[config.mk]
export PLATFORM = sky130hd
export DESIGN_NAME = order_entry_ctrl
export DESIGN_NICKNAME = d
export VERILOG_FILES = /design/src/rtl/order_entry_ctrl.sv
export SDC_FILE = /design/constraint.sdc
export NUM_CORES = 1
export LEC_CHECK = 0
export ABC_AREA = 1
export CORE_UTILIZATION = 30
export DETAILED_ROUTE_END_ITERATION = 6
export PLACE_DENSITY = 0.53
export SLEW_MARGIN = 20
export SYNTH_ARGS = -nofsm -noshare
export SYNTH_HDL_FRONTEND = slang
export SYNTH_SLANG_ARGS = --single-unit
[constraint.sdc]
create_clock -name clk -period 5.4 [get_ports clk]
set_input_delay 1.08 -clock clk [delete_from_list [all_inputs] [get_ports clk]]
set_output_delay 1.08 -clock clk [all_outputs]
set_load 0.01 [all_outputs]
[src/rtl/order_entry_ctrl.sv]
// Keypad order-entry controller: item code, quantity, price*qty accumulation, FINISH hold.
// Optional macro ORDER_BACKSPACE_EN enables the BACK key (0xD) in code/quantity entry.
module order_entry_ctrl #(
    parameter int unsigned MAX_QTY    = 99,
    parameter int unsigned MAX_TOTAL  = 131071,
    parameter int unsigned FIN_CYCLES = 1000
) (
    input  logic        clk,
    input  logic        rst_n,
    input  logic        key_valid,
    input  logic [3:0]  key_code,
    input  logic [9:0]  price_in,
    output logic [2:0]  mode,
    output logic [9:0]  cn_now,
    output logic [6:0]  qty_now,
    output logic [16:0] total_sum,
    output logic        busy
);

    localparam int unsigned FIN_W = (FIN_CYCLES > 1) ? $clog2(FIN_CYCLES) : 1;

    localparam logic [3:0] K_ENTER  = 4'hA;
    localparam logic [3:0] K_CLEAR  = 4'hB;
    localparam logic [3:0] K_FINISH = 4'hC;
`ifdef ORDER_BACKSPACE_EN
    localparam logic [3:0] K_BACK   = 4'hD;
`endif

    // Low three bits of each encoding are the mode output; S_ADD shows as qty entry.
    typedef enum logic [3:0] {
        S_IDLE  = 4'b0000,
        S_CODE  = 4'b0001,
        S_QTY   = 4'b0010,
        S_TOTAL = 4'b0011,
        S_FIN   = 4'b0100,
        S_ADD   = 4'b1010
    } state_t;

    state_t             r_state;
    logic [9:0]         r_cn;
    logic [6:0]         r_qty;
    logic [16:0]        r_total;
    logic [16:0]        r_prod;
    logic               r_busy;
    logic [FIN_W-1:0]   r_fin_cnt;

    logic               w_key;
    logic               w_is_digit;
    logic [13:0]        w_cn_next;
    logic               w_cn_ok;
    logic [10:0]        w_qty_next;
    logic               w_qty_ok;
    logic [16:0]        w_prod;
    logic [17:0]        w_sum;
    logic [16:0]        w_sum_sat;
`ifdef ORDER_BACKSPACE_EN
    logic [9:0]         w_cn_div;
    logic [6:0]         w_qty_div;
`endif

    always_comb begin
        w_key      = key_valid && !r_busy;
        w_is_digit = (key_code <= 4'd9);
        w_cn_next  = 14'(r_cn) * 14'd10 + 14'(key_code);
        w_cn_ok    = (w_cn_next <= 14'd1023);
        w_qty_next = 11'(r_qty) * 11'd10 + 11'(key_code);
        w_qty_ok   = (w_qty_next <= 11'(MAX_QTY));
        w_prod     = 17'(price_in) * 17'(r_qty);
        w_sum      = {1'b0, r_total} + {1'b0, r_prod};
        w_sum_sat  = (w_sum > 18'(MAX_TOTAL)) ? 17'(MAX_TOTAL) : w_sum[16:0];
`ifdef ORDER_BACKSPACE_EN
        w_cn_div   = r_cn / 10'd10;
        w_qty_div  = r_qty / 7'd10;
`endif
    end

    always_ff @(posedge clk or negedge rst_n) begin
        if (!rst_n) begin
            r_state   <= S_IDLE;
            r_cn      <= '0;
            r_qty     <= '0;
            r_total   <= '0;
            r_prod    <= '0;
            r_busy    <= 1'b0;
            r_fin_cnt <= '0;
        end else begin
            unique case (r_state)
                S_FIN: begin
                    // Timeout takes priority; keys are never looked at here.
                    if (r_fin_cnt == FIN_W'(FIN_CYCLES - 1)) begin
                        r_state   <= S_IDLE;
                        r_cn      <= '0;
                        r_qty     <= '0;
                        r_total   <= '0;
                        r_fin_cnt <= '0;
                    end else begin
                        r_fin_cnt <= r_fin_cnt + 1'b1;
                    end
                end
                S_ADD: begin
                    r_total <= w_sum_sat;
                    r_busy  <= 1'b0;
                    r_state <= S_TOTAL;
                end
                S_IDLE: begin
                    if (w_key) begin
                        if (w_is_digit) begin
                            r_cn    <= 10'(key_code);
                            r_state <= S_CODE;
                        end else if (key_code == K_ENTER || key_code == K_CLEAR ||
                                     key_code == K_FINISH) begin
                            r_state <= S_CODE;
                        end
                    end
                end
                S_CODE: begin
                    if (w_key) begin
                        if (w_is_digit) begin
                            if (w_cn_ok) r_cn <= w_cn_next[9:0];
                        end else if (key_code == K_ENTER) begin
                            if (r_cn != '0) begin
                                r_qty   <= '0;
                                r_state <= S_QTY;
                            end
                        end else if (key_code == K_CLEAR) begin
                            if (r_cn != '0)        r_cn    <= '0;
                            else if (r_total != '0) r_state <= S_TOTAL;
                            else                   r_state <= S_IDLE;
                        end else if (key_code == K_FINISH) begin
                            if (r_total != '0) begin
                                r_fin_cnt <= '0;
                                r_state   <= S_FIN;
                            end
`ifdef ORDER_BACKSPACE_EN
                        end else if (key_code == K_BACK) begin
                            r_cn <= w_cn_div;
`endif
                        end
                    end
                end
                S_QTY: begin
                    if (w_key) begin
                        if (w_is_digit) begin
                            if (w_qty_ok) r_qty <= w_qty_next[6:0];
                        end else if (key_code == K_ENTER) begin
                            if (r_qty != '0) begin
                                r_prod  <= w_prod;
                                r_busy  <= 1'b1;
                                r_state <= S_ADD;
                            end
                        end else if (key_code == K_CLEAR) begin
                            if (r_qty != '0) r_qty   <= '0;
                            else             r_state <= S_CODE;
`ifdef ORDER_BACKSPACE_EN
                        end else if (key_code == K_BACK) begin
                            r_qty <= w_qty_div;
`endif
                        end
                    end
                end
                S_TOTAL: begin
                    if (w_key) begin
                        if (w_is_digit) begin
                            r_cn    <= 10'(key_code);
                            r_qty   <= '0;
                            r_state <= S_CODE;
                        end else if (key_code == K_ENTER) begin
                            r_cn    <= '0;
                            r_qty   <= '0;
                            r_state <= S_CODE;
                        end else if (key_code == K_FINISH) begin
                            r_fin_cnt <= '0;
                            r_state   <= S_FIN;
                        end else if (key_code == K_CLEAR) begin
                            r_total <= '0;
                            r_state <= S_IDLE;
                        end
                    end
                end
                default: r_state <= S_IDLE;
            endcase
        end
    end

    assign mode      = r_state[2:0];
    assign cn_now    = r_cn;
    assign qty_now   = r_qty;
    assign total_sum = r_total;
    assign busy      = r_busy;

endmodule

# After elaboration in Yosys (flattened, before gate mapping)
# Index checks and enable logic that the tools add are counted.
# totals
reg_bits	66
latchBits	0
ram_bits	0
rom_bits	0
output_inout_bits	38
wordCells	165
memories	0
# op_classes
n_addsub	4
n_mul	3
div	0
order_cmp	4
eq_ne	48
n_shift	0
muxes	78
bitwise	1
reduce_logical	20
# op_table
op	count
$mux 10	23
$mux 17	7
$mux 7	14
$mux 4	23
$pmux 17 s3	1
$ne 2x2->1 const B	21
$ne 3x3->1 const B	14
$pmux 10 s4	1
$pmux 10 s3	1
$pmux 7 s4	1
$pmux 4 s6	1
$reduce_and 11->1	2
$add 17x17->18	1
$gt 18x17->1 const B	1
$mul 10x7->17	1
$reduce_bool 17->1	1
$eq 4x4->1 const B	4
$reduce_and 16->1	1
$add 14x4->14	1
$le 14x10->1 const B	1
$mul 10x3->13 const B	1
$reduce_and 13->1	1
$ne 4x4->1 const B	3
$add 11x4->11	1
24 further kinds	32

# Depth between registers and ports, before layout
# Gate-level depths: netlist of the first run.
# logic_depth
ltp_word	8
mapped_depth	21
ltp_nobuf	20

# Least setup slack after synthesis of the first run
# Ideal clock, no wire load.
# synth_timing
kind	input-to-reg
start	in price_in[3]
end	reg r_prod[12]
arrival_ns	4.532
required_time_ns	5.282
path_slack_ns	0.751
path_stages	15
n_path_buf	0
cell_sequence	nand2_1 > fa_1 > inv_1 > fa_1 > fa_1 > fa_1 > ha_1 > a21oi_1 > o21ai_0 > a21oi_1 > or2_2 > nand2_1 > or2_2 > nand3_1 > nand2_1
# synth_via
elab_chain_cells	1
# synth_lines
element	line_no	source
start, declared	12	input logic [9:0] price_in,
$mul 10x7->17	68	w_prod = 17'(price_in) * 17'(r_qty);
end signal, assigned	147	r_prod <= w_prod;
end, declared	43	logic [16:0] r_prod;
# Every way passes these cells.
# A chain may end at the register's enable or synchronous reset.

# Final worst setup path of the first run
# layout_timing
start	in price_in[5]
end	reg r_prod[12]
# The elaborated chain is that of the path after synthesis.

==> results of run 1 <==
[sequential cells by signal, indices dropped and copies added (netlist names)]
register and cells:
cn_now 10, r_prod 17, busy 1, r_state 4, qty_now 7, total_sum 17, r_fin_cnt 10
[cell usage after synthesis (all sizes together), types with 5 or more instances]
library cell / number / area share
or2: 5 / 0.0041
nand3: 67 / 0.044
nor2: 81 / 0.046
inv: 177 / 0.087
nor4: 6 / 0.0057
nand4: 10 / 0.0082
clkbuf: 7 / 0.0034
dfrtp: 66 / 0.22
ha: 85 / 0.14
o21ai: 57 / 0.037
xor2: 13 / 0.015
a21oi: 55 / 0.037
nand2: 334 / 0.17
nor3: 19 / 0.017
xnor2: 14 / 0.016
fa: 44 / 0.12
buf: 10 / 0.0090
[path summary, 6_finish.rpt]
kind,startpoint,cells past startpoint,slack [ns],to
setup reg to reg,qty_now[6]$_DFFE_PN0P_,15,0.88,r_prod[12]$_DFFE_PN0P_
max in group asynchronous,rst_n,2,3.92,r_state[3]$_DFFE_PN0P_
min in group asynchronous,rst_n,1,0.72,r_fin_cnt[7]$_DFFE_PN0P_
hold / removal,r_prod[7]$_DFFE_PN0P_,2,0.50,r_prod[7]$_DFFE_PN0P_
hold reg to reg,r_prod[7]$_DFFE_PN0P_,2,0.50,r_prod[7]$_DFFE_PN0P_
setup / recovery,price_in[5],16,0.36,r_prod[12]$_DFFE_PN0P_
[layer usage]
metal	GRT usage	vias to the layer above	share of wire
met3	0.01695	14	0.031
met2	0.2435	110	0.45
met4	0.04503	0	0.011
li1	-	3583	-
met1	0.2275	3134	0.51
met5	0	-	0
[cell families (layout without fill, tap and decap cells)]
family | after synthesis | count (layout)
flip-flops | 66 | 66
adder cells (fa/ha/maj) | 129 | 129
multiplexers | 1 | 1
XOR/XNOR | 27 | 27
AO/OA/AOI/OAI | 133 | 133
AND/OR/NAND/NOR | 531 | 531
buffers and inverters | 194 | 265
[final cells by class]
| type | instances | area share |
|---|---|---|
| multi-input cells | 821 | 0.5843 |
| repair buffers | 73 | 0.07634 |
| inverters | 177 | 0.07452 |
| flip-flops and latches | 66 | 0.1852 |
| well taps | 324 | 0.04547 |
| clock buffers | 11 | 0.02835 |
| clock inverters | 4 | 0.005754 |
[report_power, final]
group	internal [mW]	leakage, nW	switching [mW]
Sequential	0.495	0.798	0
Clock	0.380	0.148	0.227
Combinational	0.0181	4.00	0.0307
Total	0.893	4.94	0.258
[worst reg2reg max path, stage by stage (launching register included)]
cell	delay (ns)
dfrtp_1	0.72
nand2_1	0.17
fa_1	0.56
inv_1	0.06
fa_1	0.50
fa_1	0.51
fa_1	0.49
ha_1	0.39
a21oi_1	0.16
o21ai_0	0.12
a21oi_1	0.17
or2_2	0.13
nand2_1	0.05
or2_2	0.27
nand3_1	0.06
nand2_1	0.05
==> summary.txt, run 1 <==
Total GRT Usage: 0.1565
worst path cell trace: clkdlybuf4s50_1, nand2_1, fa_1, inv_1, fa_1, fa_1, fa_1, ha_1, a21oi_1, o21ai_0, a21oi_1, or2_2, nand2_1, or2_2, nand3_1, nand2_1
final period utilization: 0.9330
Post-Place Cells: 1,461
crit path buf inv count: 2
post-cts resize count: 0
syn_nets: 1,227
Slew Limit Fails: 0
number of global-route vias before repair: 6,663
Tmin final: 5.038 ns
cts bufs inserted: 9
CP endpoint kind: flop
P&R area growth vs syn: 16.99%
Post-DP HPWL: 15.46 mm
slowest stage cell, crit path: clkdlybuf4s50_1
Routed WL: 19.11 mm
slack of the critical path: 0.3619 ns
die height: 161.4 um
post-synthesis adder-cell area fraction: 0.2551
PortBufs: 54
Clock transition at path regs: 0.05 ns
grt ovf: 0
slowest stage delay, CP: 0.62 ns
Final setup viols: 0
vias per cell: 4.635
Initial Util: 0.3097
Max-cap violations: 0
Post-synth EDFFs: 0
Synth Register Bits: 66
Reg area: 1652 um^2
Synth Area in Compound Gates: 0.09457
worst clock skew: 0.008681 ns
clock buffer depth: 2
crit path DAT: 5.27 ns
Hold Buf Count CTS: 0
Antenna Nets Post-Route: 0
Filler cells: 2,651
post-place setup slack: 0.001960 ns
Yosys warning count: 0
area of the die: 26,050 um^2
share of cells above drive strength 1: 0.06424
Leak: 4.944 nW
outcome: finished clean
multi-input logic area: 5210 um^2
Ports: 55
Fin Setup TNS: 0 ns
placed inst area: 8610 um^2
Util after Layout: 0.3624
post-CTS setup buffers: 0
top_reg_cell synth: dfrtp_1
critical path class: in2reg
Post-Synth XOR/XNOR Area: 0.03103
f_max: 198.5 MHz
TritonCTS clock tree: built
Synth Area in Simple Gates: 0.3016
worst rel slew slack: 0.4358
Placer Congestion: 0.8587
first-pass GRT wire length: 33.09 mm
ANT cells: 0
Detailed Routing Iterations Pass 1: 5
CP top delay family: adder cells
main combinational cell family by area after synthesis: simple AND/OR/NAND/NOR gates
core area: 24,600 um^2
Most common cell on crit path: fa_1
power per cell area: 129.1 nW/um^2
largest net degree at the start of global routing: 43
root buf cell: clkbuf_16
worst hold path class: reg2reg
vias: 6,841
routed length per instance: 12.94 um
Cell variety after synth: 49
Final Total Pwr: 1.151 mW
initial antenna violation count: 0
Row Count: 57
hold slack: 0.4982 ns
Post-Syn Area per Cell: 7.050 um^2
Final Hold Fails: 0
TritonCTS Sinks: 66
Post-route DRC: 0
htree depth: 3
final std cell area, no fill: 8916 um^2
die width: 161.4 um
WP data required: 5.63 ns
commonest non-fill, non-tap cell in the layout: nand2_1
Skew-Pair Late Insertion Delay: 0.35 ns
Worst-Margin Slew: 0.8463 ns
Worst VDD drop: 152.9 uV
commonest non-fill, non-tap cells in the layout: nand2_1, inv_1, ha_1, nor2_1, nand3_1
ys async rst share: 1.000
Worst setup SP type: input pin
Final Non-Filler Cells: 1,476
Layout Nets: 1,294
sequential fraction of the synthesis area: 0.2167
Critical Path Fanout Max: 7
mapped cell area: 7621 um^2
RSZ-0062 raised after global routing: false
synthesized instance count: 1,081
starting DRC count in detailed routing: 359
multiplexer area fraction after synthesis: 0.001313
No activity file was read; power rests on OpenSTA's default activity.
==> inputs of run 2 (changes only) <==
- CORE_MARGIN: unset -> 1
- CTS_CLUSTER_DIAMETER: unset -> 60
==> results of run 2 <==
Same layout as run 1: the final DEF is identical, and so are final timing and power.
